### config.mk
export PLATFORM = sky130hd
export DESIGN_NAME = fifo_wr_arbiter
export DESIGN_NICKNAME = d
export VERILOG_FILES = /design/src/rtl/fifo_arb_pkg.sv /design/src/rtl/fifo_wr_arbiter_rr_picker.sv /design/src/rtl/fifo_wr_arbiter.sv
export SDC_FILE = /design/constraint.sdc
export NUM_CORES = 1
export LEC_CHECK = 0
export BUFFER_PORTS_ARGS = -buffer_cell sky130_fd_sc_hd__buf_2
export CAP_MARGIN = 5
export CORE_AREA = 2 2 53 55
export CTS_BUF_LIST = sky130_fd_sc_hd__clkbuf_16
export CTS_CLUSTER_SIZE = 25
export DETAILED_ROUTE_END_ITERATION = 10
export DIE_AREA = 0 0 55 57
export PLACE_DENSITY = 0.85
export SLEW_MARGIN = 40
export SYNTH_ARGS = -nofsm -noshare
export SYNTH_HDL_FRONTEND = slang
export SYNTH_HIERARCHICAL = 1
export SYNTH_SLANG_ARGS = --single-unit
### constraint.sdc
create_clock -name clk -period 2.7 [get_ports clk]
set_input_delay 0.135 -clock clk [delete_from_list [all_inputs] [get_ports clk]]
set_output_delay 0.135 -clock clk [all_outputs]
set_load 0.005 [all_outputs]
### src/rtl/fifo_arb_pkg.sv
// Shared types and helpers for the FIFO write-side round-robin arbiter.
package fifo_arb_pkg;

    localparam int DEF_DATA_WIDTH = 8;
    localparam int DEF_NUM_REQ    = 4;
    localparam int DEF_MAX_BURST  = 4;
    localparam int MAX_REQ        = 8;

    typedef enum logic [0:0] {
        ST_IDLE  = 1'b0,
        ST_BURST = 1'b1
    } arb_state_e;

    // Producers are limited to MAX_REQ, so a fixed-width one-hot is truncated by callers.
    function automatic logic [MAX_REQ-1:0] onehot(input int unsigned idx);
        logic [MAX_REQ-1:0] base;
        base = {{(MAX_REQ-1){1'b0}}, 1'b1};
        return base << idx;
    endfunction

endpackage

### src/rtl/fifo_wr_arbiter_rr_picker.sv
// Combinational round-robin selector: first set request strictly after 'last', wrapping.
module rr_picker #(
    parameter int NUM_REQ = 4,
    parameter int IW      = 2
) (
    input  logic [NUM_REQ-1:0] req,
    input  logic [IW-1:0]      last,
    output logic               valid,
    output logic [IW-1:0]      sel
);

    logic [2*NUM_REQ-1:0] dbl_s;
    logic [NUM_REQ-1:0]   rot_s;
    int unsigned          off_s;
    int unsigned          sel_s;

    // Rotate so bit 0 is the requester after 'last', then take the lowest set bit.
    always_comb begin
        dbl_s = {req, req};
        rot_s = NUM_REQ'(dbl_s >> (32'(last) + 32'd1));
        off_s = 32'd0;
        for (int k = NUM_REQ - 1; k >= 0; k--) begin
            off_s = rot_s[k] ? 32'(k) : off_s;
        end
        sel_s = (32'(last) + 32'd1 + off_s) % 32'(NUM_REQ);
        sel   = IW'(sel_s);
        valid = |req;
    end

endmodule

### src/rtl/fifo_wr_arbiter.sv
// Round-robin write arbiter sharing one FIFO push port between NUM_REQ producers,
// granting bounded bursts and stalling (without counting) while the FIFO is full.
module fifo_wr_arbiter
    import fifo_arb_pkg::*;
#(
    parameter int DATA_WIDTH = DEF_DATA_WIDTH,
    parameter int NUM_REQ    = DEF_NUM_REQ,
    parameter int MAX_BURST  = DEF_MAX_BURST
) (
    input  logic                          clk,
    input  logic                          rst_n,
    input  logic [NUM_REQ-1:0]            req,
    input  logic [NUM_REQ*DATA_WIDTH-1:0] req_data,
    input  logic                          full,
    output logic [NUM_REQ-1:0]            gnt,
    output logic [NUM_REQ-1:0]            ack,
    output logic                          push,
    output logic [DATA_WIDTH-1:0]         data_in,
    output logic                          busy
);

    localparam int            IW       = (NUM_REQ > 1) ? $clog2(NUM_REQ) : 1;
    localparam int            CW       = $clog2(MAX_BURST) + 1;
    localparam logic [CW-1:0] CNT_LAST = CW'(MAX_BURST - 1);
    localparam logic [IW-1:0] LAST_RST = IW'(NUM_REQ - 1);

    arb_state_e         state_q;
    logic [NUM_REQ-1:0] gnt_q;
    logic [IW-1:0]      owner_q;
    logic [IW-1:0]      last_q;
    logic [CW-1:0]      cnt_q;
    logic               busy_q;

    logic               pick_valid_s;
    logic [IW-1:0]      pick_sel_s;
    logic               owner_req_s;
    logic               push_s;
    logic [DATA_WIDTH-1:0] owner_data_s;

    rr_picker #(
        .NUM_REQ (NUM_REQ),
        .IW      (IW)
    ) u_picker (
        .req   (req),
        .last  (last_q),
        .valid (pick_valid_s),
        .sel   (pick_sel_s)
    );

    // Owner's request/data and the push strobe; full only suppresses the write.
    always_comb begin
        owner_req_s  = req[owner_q];
        owner_data_s = req_data[int'(owner_q)*DATA_WIDTH +: DATA_WIDTH];
        if (state_q == ST_BURST) begin
            push_s = owner_req_s & ~full;
        end else begin
            push_s = 1'b0;
        end
    end

    // Write-side outputs; data is driven for the owner throughout the burst.
    always_comb begin
        if (push_s) begin
            ack = NUM_REQ'(onehot(owner_q));
        end else begin
            ack = {NUM_REQ{1'b0}};
        end
        if (state_q == ST_BURST) begin
            data_in = owner_data_s;
        end else begin
            data_in = {DATA_WIDTH{1'b0}};
        end
    end

    assign push = push_s;
    assign gnt  = gnt_q;
    assign busy = busy_q;

    // Arbitration FSM: grant in IDLE, count accepted words in BURST, always return via IDLE.
    always_ff @(posedge clk or negedge rst_n) begin
        if (!rst_n) begin
            state_q <= ST_IDLE;
            gnt_q   <= {NUM_REQ{1'b0}};
            owner_q <= {IW{1'b0}};
            last_q  <= LAST_RST;
            cnt_q   <= {CW{1'b0}};
            busy_q  <= 1'b0;
        end else begin
            case (state_q)
                ST_IDLE: begin
                    if (pick_valid_s) begin
                        state_q <= ST_BURST;
                        gnt_q   <= NUM_REQ'(onehot(pick_sel_s));
                        owner_q <= pick_sel_s;
                        cnt_q   <= {CW{1'b0}};
                        busy_q  <= 1'b1;
                    end else begin
                        state_q <= ST_IDLE;
                    end
                end
                ST_BURST: begin
                    if (push_s && (cnt_q == CNT_LAST)) begin
                        state_q <= ST_IDLE;
                        gnt_q   <= {NUM_REQ{1'b0}};
                        last_q  <= owner_q;
                        cnt_q   <= {CW{1'b0}};
                        busy_q  <= 1'b0;
                    end else if (push_s) begin
                        cnt_q   <= cnt_q + CW'(1);
                    end else if (!owner_req_s) begin
                        state_q <= ST_IDLE;
                        gnt_q   <= {NUM_REQ{1'b0}};
                        last_q  <= owner_q;
                        cnt_q   <= {CW{1'b0}};
                        busy_q  <= 1'b0;
                    end else begin
                        cnt_q   <= cnt_q;
                    end
                end
                default: begin
                    state_q <= ST_IDLE;
                    gnt_q   <= {NUM_REQ{1'b0}};
                    cnt_q   <= {CW{1'b0}};
                    busy_q  <= 1'b0;
                end
            endcase
        end
    end

endmodule

Yosys cells after proc, flatten, opt, wreduce, memory -nomap -nowiden
Cells that the tools add are included.
Word-level totals
  bits in registers: 13
  input bits: 39
  output and inout port bits: 18
  word-level logic and storage cells: 62
Cells by class
  add/subtract/negate cells: 3
  magnitude comparators: 1
  eq/ne operators: 7
  shift-type cells: 4
  mux-type cells: 32
  bitwise gates (word level): 3
  reductions and logical operators: 6
Operator list (count)
  32-bit by 6-bit indexed part select with 8-bit output: 1
  4-bit 2-to-1 mux: 5
  2-bit 2-to-1 mux: 7
  3-bit 2-to-1 mux: 4
  1-bit 2-to-1 mux: 10
  8-bit 2-to-1 mux: 1
  4-bit case mux with 2 select lines: 1
  1-bit by 2-bit left shift with 4-bit output (first input constant): 2
  8-bit by 3-bit right shift with 4-bit output: 1
  3-bit by 2-bit != test with 1-bit output (second input constant): 2
  3-bit case mux with 2 select lines: 1
  3-bit AND reduction: 2
  2-bit by 1-bit != test with 1-bit output (second input constant): 2
  4-bit by 2-bit != test with 1-bit output (second input constant): 1
  1-bit case mux with 2 select lines: 2
  2-bit AND reduction: 2
  4-bit OR reduction: 1
  2-bit by 1-bit adder with 3-bit output (second input constant): 1
  3-bit by 1-bit adder with 3-bit output (second input constant): 1
  3-bit by 2-bit == test with 1-bit output (second input constant): 1
  2-bit by 3-bit less-than comparator with 1-bit output (second input constant): 1
  2-bit adder: 1
  1-bit binary-select mux with 2-bit select: 1
  2-bit != test (second input constant): 1
  3 further kinds: 4

Longest topological paths before layout
  word-level depth: 10
  depth in mapped cells: 11
  mapped depth without buffers: 11

Cells and area by module
Netlist, hierarchy kept.
Modules (own cells, without submodules)
  fifo_wr_arbiter: times used 1, cells an instance 82, area each 948.4 um2, sequential area each 327.8 um2
  rr_picker: times used 1, cells an instance 24, area each 173.9 um2, sequential area each 0.0 um2

Least setup slack after synthesis
OpenSTA, ideal clock, no wires.
  kind: flip-flop to flip-flop
  start: register last_q[1]
  end: register gnt_q[1], in the netlist gnt[1]
  library setup time: 0.121 ns
  arrival: 2.061 ns
  required time: 2.579 ns
  path slack: 0.518 ns
  stages on the path, launching flop included: 12
  path buffers: 0
  period minus slack after synthesis: 2.182 ns
  cells stage by stage: dfstp_2 nand2_1 a2bb2oi_1 o21ai_0 o21a_1 ha_1 xnor2_1 xnor2_1 xnor2_1 nand3b_1 o21ai_0 a22o_1
On the way
  word-level cells in the longest chain between the ends: 10
RTL lines
  start, declared: line fifo_wr_arbiter.sv:30  | logic [IW-1:0] last_q;
  start signal, assigned: line fifo_wr_arbiter.sv:105  | last_q <= owner_q;
  start signal, assigned: line fifo_wr_arbiter.sv:113  | last_q <= owner_q;
  2-bit by 1-bit adder with 3-bit output *: line fifo_wr_arbiter_rr_picker.sv:25  | sel_s = (32'(last) + 32'd1 + off_s) % 32'(NUM_REQ);
  8-bit by 3-bit right shift with 4-bit output: line fifo_wr_arbiter_rr_picker.sv:20  | rot_s = NUM_REQ'(dbl_s >> (32'(last) + 32'd1));
  2-bit 2-to-1 mux (4 in series): line fifo_wr_arbiter_rr_picker.sv:23  | off_s = rot_s[k] ? 32'(k) : off_s;
  2-bit adder *: line fifo_wr_arbiter_rr_picker.sv:25
  named net pick_sel_s[1]: line fifo_wr_arbiter.sv:35  | logic [IW-1:0] pick_sel_s;
  1-bit by 2-bit left shift with 4-bit output *: line fifo_arb_pkg.sv:18  | return base << idx;
  4-bit 2-to-1 mux *: line fifo_wr_arbiter.sv:91  | if (pick_valid_s) begin
  4-bit case mux with 2 select lines *: line fifo_wr_arbiter.sv:89  | case (state_q)
  end signal, assigned: line fifo_wr_arbiter.sv:83  | gnt_q <= {NUM_REQ{1'b0}};
  end signal, assigned: line fifo_wr_arbiter.sv:93  | gnt_q <= NUM_REQ'(onehot(pick_sel_s));
  end signal, assigned: line fifo_wr_arbiter.sv:104  | gnt_q <= {NUM_REQ{1'b0}};
  end, declared: line fifo_wr_arbiter.sv:28  | logic [NUM_REQ-1:0] gnt_q;
The timed path passes the listed nets; every way through them passes the cells marked *. The select of a mux whose other input is x is not followed.
A chain may end at the register's enable or synchronous reset.

Worst setup path in the final report
Ends and elaborated chain as after synthesis.

==> impl_metrics.sql <==
INSERT INTO impl_metrics (metric_group, metric, value, unit) VALUES
('pwr', 'powerDensity', '1080', 'mW/mm^2'),
('critical_path', 'worst_setup_path_end_kind', 'flip-flop', ''),
('grt', 'grt_max_degree', '17', ''),
('yosys', 'yosys.cell_types.count', '42', ''),
('yosys', 'async_reset_ff_frac', '1.00', ''),
('min_path', 'timing.hold.worst_path_depth', '3', ''),
('critical_path', 'path_max_fanout', '6', ''),
('yosys', 'post-synth-top-count-cell', 'sky130_fd_sc_hd__dfrtp_1', ''),
('timing', 'fin_worst_skew', '3.93', 'ps'),
('outcome', 'outcome', 'finished clean', ''),
('clock_network', 'cts_num_sinks', '13', ''),
('grt', 'grt_pass1_vias', '1089', ''),
('grt', 'global_route.usage.met3', '0.0314', ''),
('yosys', 'syn_inst', '106', ''),
('yosys', 'synth_fa_ha_area_frac', '0.0334', ''),
('clock_network', 'cts_root_buffer', 'sky130_fd_sc_hd__clkbuf_16', ''),
('die', 'rows', '19', ''),
('timing', 'worst_slew_pin_slew', '512', 'ps'),
('critical_path', 'crit_required', '2830', 'ps'),
('clock_network', 'post-cts-setup-buffer-count', '0', ''),
('die', 'initial_utilization', '0.429', ''),
('grt', 'grt_most_used_layer', 'met2', ''),
('die', 'die_width', '55', 'um'),
('final_layout', 'final_util', '0.579', ''),
('timing', 'layout_min_cycle_time', '2440', 'ps'),
('yosys', 'yosysSeqAreaShare', '0.292', ''),
('placed_design', 'place_hpwl', '2.24', 'mm'),
('pwr', 'power.leakage', '0.736', 'nW'),
('critical_path', 'timing.reg2reg.worst_path_depth', '11', ''),
('timing', 'setup_viol', '0', ''),
('drt', 'routed-via-count', '1104', ''),
('yosys', 'synth_area', '0.00112', 'sq mm'),
('yosys', 'synth_top_family_by_area', 'multiplexers', ''),
('final_layout', 'synthToLayoutAreaGrowth', '34.9', '%'),
('clock_network', 'clk_pin_slew', '40', 'ps'),
('timing', 'min_period_over_period', '0.902', ''),
('drt', 'total_detailed_routing_wirelength', '2.84', 'mm'),
('die', 'io_pins', '57', ''),
('yosys', 'synth.cells.most_frequent', 'sky130_fd_sc_hd__dfrtp_1 (11), sky130_fd_sc_hd__and2_1 (8), sky130_fd_sc_hd__inv_1 (8)', ''),
('timing', 'fin_tns_setup', '0', 'ps'),
('drt', 'antenna_left', '0', ''),
('die', 'die_height', '57', 'um'),
('placed_design', 'place_congestion', '0.764', ''),
('job', 'max_cap_viol_count', '0', ''),
('final_layout', 'seqCellArea', '328', 'sq um'),
('critical_path', 'critical_path_launch_point_type', 'flip-flop', ''),
('die', 'die_footprint', '0.00314', 'sq mm'),
('clock_network', 'tritoncts', 'built', ''),
('final_layout', 'design.final.nets', '205', ''),
('drt', 'detail_route.first_pass.iterations', '4', ''),
('timing', 'slew-limit-headroom', '0.658', ''),
('critical_path', 'cp_cell_sequence', 'nand2_1, a2bb2oi_1, o21ai_0, o21a_1, ha_1, xnor2_1, xnor2_1, xnor2_2, nand3b_1, o21ai_0, a22o_1', ''),
('yosys', 'synth.largest_area_cell', 'sky130_fd_sc_hd__dfrtp_1', ''),
('final_layout', 'layout.filler_cells', '225', ''),
('yosys', 'yosys_warnings', '6', ''),
('clock_network', 'clock_latency', '240', 'ps'),
('grt', 'grt_use_total', '0.199', ''),
('critical_path', 'crit_type', 'reg -> reg', ''),
('critical_path', 'cp_slowest_stage_delay', '580', 'ps'),
('drt', 'drt_iter0_markers', '28', ''),
('clock_network', 'cts-root-to-sink-buffers', '2', ''),
('yosys', 'synth.area.top_cells', 'sky130_fd_sc_hd__dfrtp_1 (25%), sky130_fd_sc_hd__mux4_2 (10%), sky130_fd_sc_hd__mux4_1 (9.4%)', ''),
('yosys', 'yosys_register_bits', '13', ''),
('grt', 'antenna_found_initial', '0', ''),
('yosys', 'yosys-mux-area-fraction', '0.262', ''),
('final_layout', 'multiInputGateArea', '741', 'sq um'),
('yosys', 'synthesized_area_fraction_occupied_by_ao_oa_aoi_and_oai_cells', '0.139', ''),
('grt', 'grt_util_met2', '0.340', ''),
('yosys', 'synth_fp_nets', '148', ''),
('yosys', 'yosys.area_share.simple', '0.195', ''),
('drt', 'route.detailed.drc', '0', '');
-- critical path, delay by kind of cell (launching register included) --
family                     cells  cell delay [ps]
AOI/OAI and AO/OA              5              750
xor gates and xnor gates       3              570
DFF                            1              580
adders and majority gates      1              180
and+or+nand+nor                2              250
-- report_power, final --
group | leakage (nW) | switching, W | internal [W] | total (W)
clock | 0.0423 | 0.0000750 | 0.000195 | 0.000270
sequential | 0.162 | 0.000121 | 0.000284 | 0.000405
combinational | 0.532 | 0.000422 | 0.000534 | 0.000956
total | 0.736 | 0.000618 | 0.00101 | 0.00163
-- sequential cells by signal, summed over array words and instances, names as in the netlist --
name	count
owner_q	2
cnt_q	3
last_q	2
state_q	1
gnt	4
busy	1
-- metal layers --
layer	vias up	part of all wire
met5	-	0
met4	0	0.013
met3	7	0.063
met2	46	0.53
met1	539	0.39
li1	512	-
-- placed cells by master (no fill, tap or decap), types with 3 or more instances in the layout --
cell type and count:
sky130_fd_sc_hd__mux2_2 4, sky130_fd_sc_hd__dfrtp_1 11, sky130_fd_sc_hd__nor2_1 5, sky130_fd_sc_hd__buf_2 56, sky130_fd_sc_hd__ha_1 3, sky130_fd_sc_hd__o22ai_1 3
sky130_fd_sc_hd__nand2_1 5, sky130_fd_sc_hd__mux4_1 4, sky130_fd_sc_hd__nor2b_1 3, sky130_fd_sc_hd__clkbuf_16 3, sky130_fd_sc_hd__o21ai_0 4, sky130_fd_sc_hd__inv_1 9
sky130_fd_sc_hd__mux4_2 5, sky130_fd_sc_hd__and2_1 8
-- cell type report --
cell class | count | area share
Clock inverter | 1 | 0.00248
Sequential cell | 13 | 0.217
Multi-Input combinational cell | 79 | 0.489
Tap cell | 31 | 0.0256
Inverter | 8 | 0.0198
Timing Repair Buffer | 58 | 0.197
Clock buffer | 3 | 0.0496
-- what timing repair did --
item	4_1_cts	5_1_grt
setup endpoints to repair	0	1
hold buffers	1	0
gates resized for setup	0	1
endpoints found under the hold margin	11	0
-- metrics by stage --
| stage | setup slack [ps] | area (sq um) | power [W] | hold WS [ps] | instances |
|---|---|---|---|---|---|
| after global routing | 58.4 | 1510 | 0.00176 | 330 | 193 |
| after global placement | 428 | 1420 | 0.00128 | 27.3 | 188 |
| after floorplan | 518 | 1120 | 0.00108 | -161 | 106 |
| after detailed placement | 214 | 1420 | 0.00133 | 34.3 | 188 |
| after CTS | 183 | 1510 | 0.00161 | 299 | 193 |
| final | 263 | 1510 | 0.00163 | 302 | 193 |
-- kinds of logic after synthesis --
| family | count (synthesis) |
|---|---|
| fa+ha+maj | 3 |
| flops | 13 |
| xor+xnor | 3 |
| buf+inv | 14 |
| mux | 16 |
| compound gates | 21 |
| simple gates | 36 |
-- path summary, 6_finish.rpt --
kind,slack [ps],start,to
hold reg to reg,510,gnt[3],gnt[3]
min in group asynchronous,310,rst_n,gnt[0]
setup / recovery,260,last_q[1],gnt[1]
setup reg to reg,260,last_q[1],gnt[1]
max in group asynchronous,2120,rst_n,last_q[0]
hold / removal,300,full,cnt_q[2]
No activity file was read; power rests on OpenSTA's default activity.
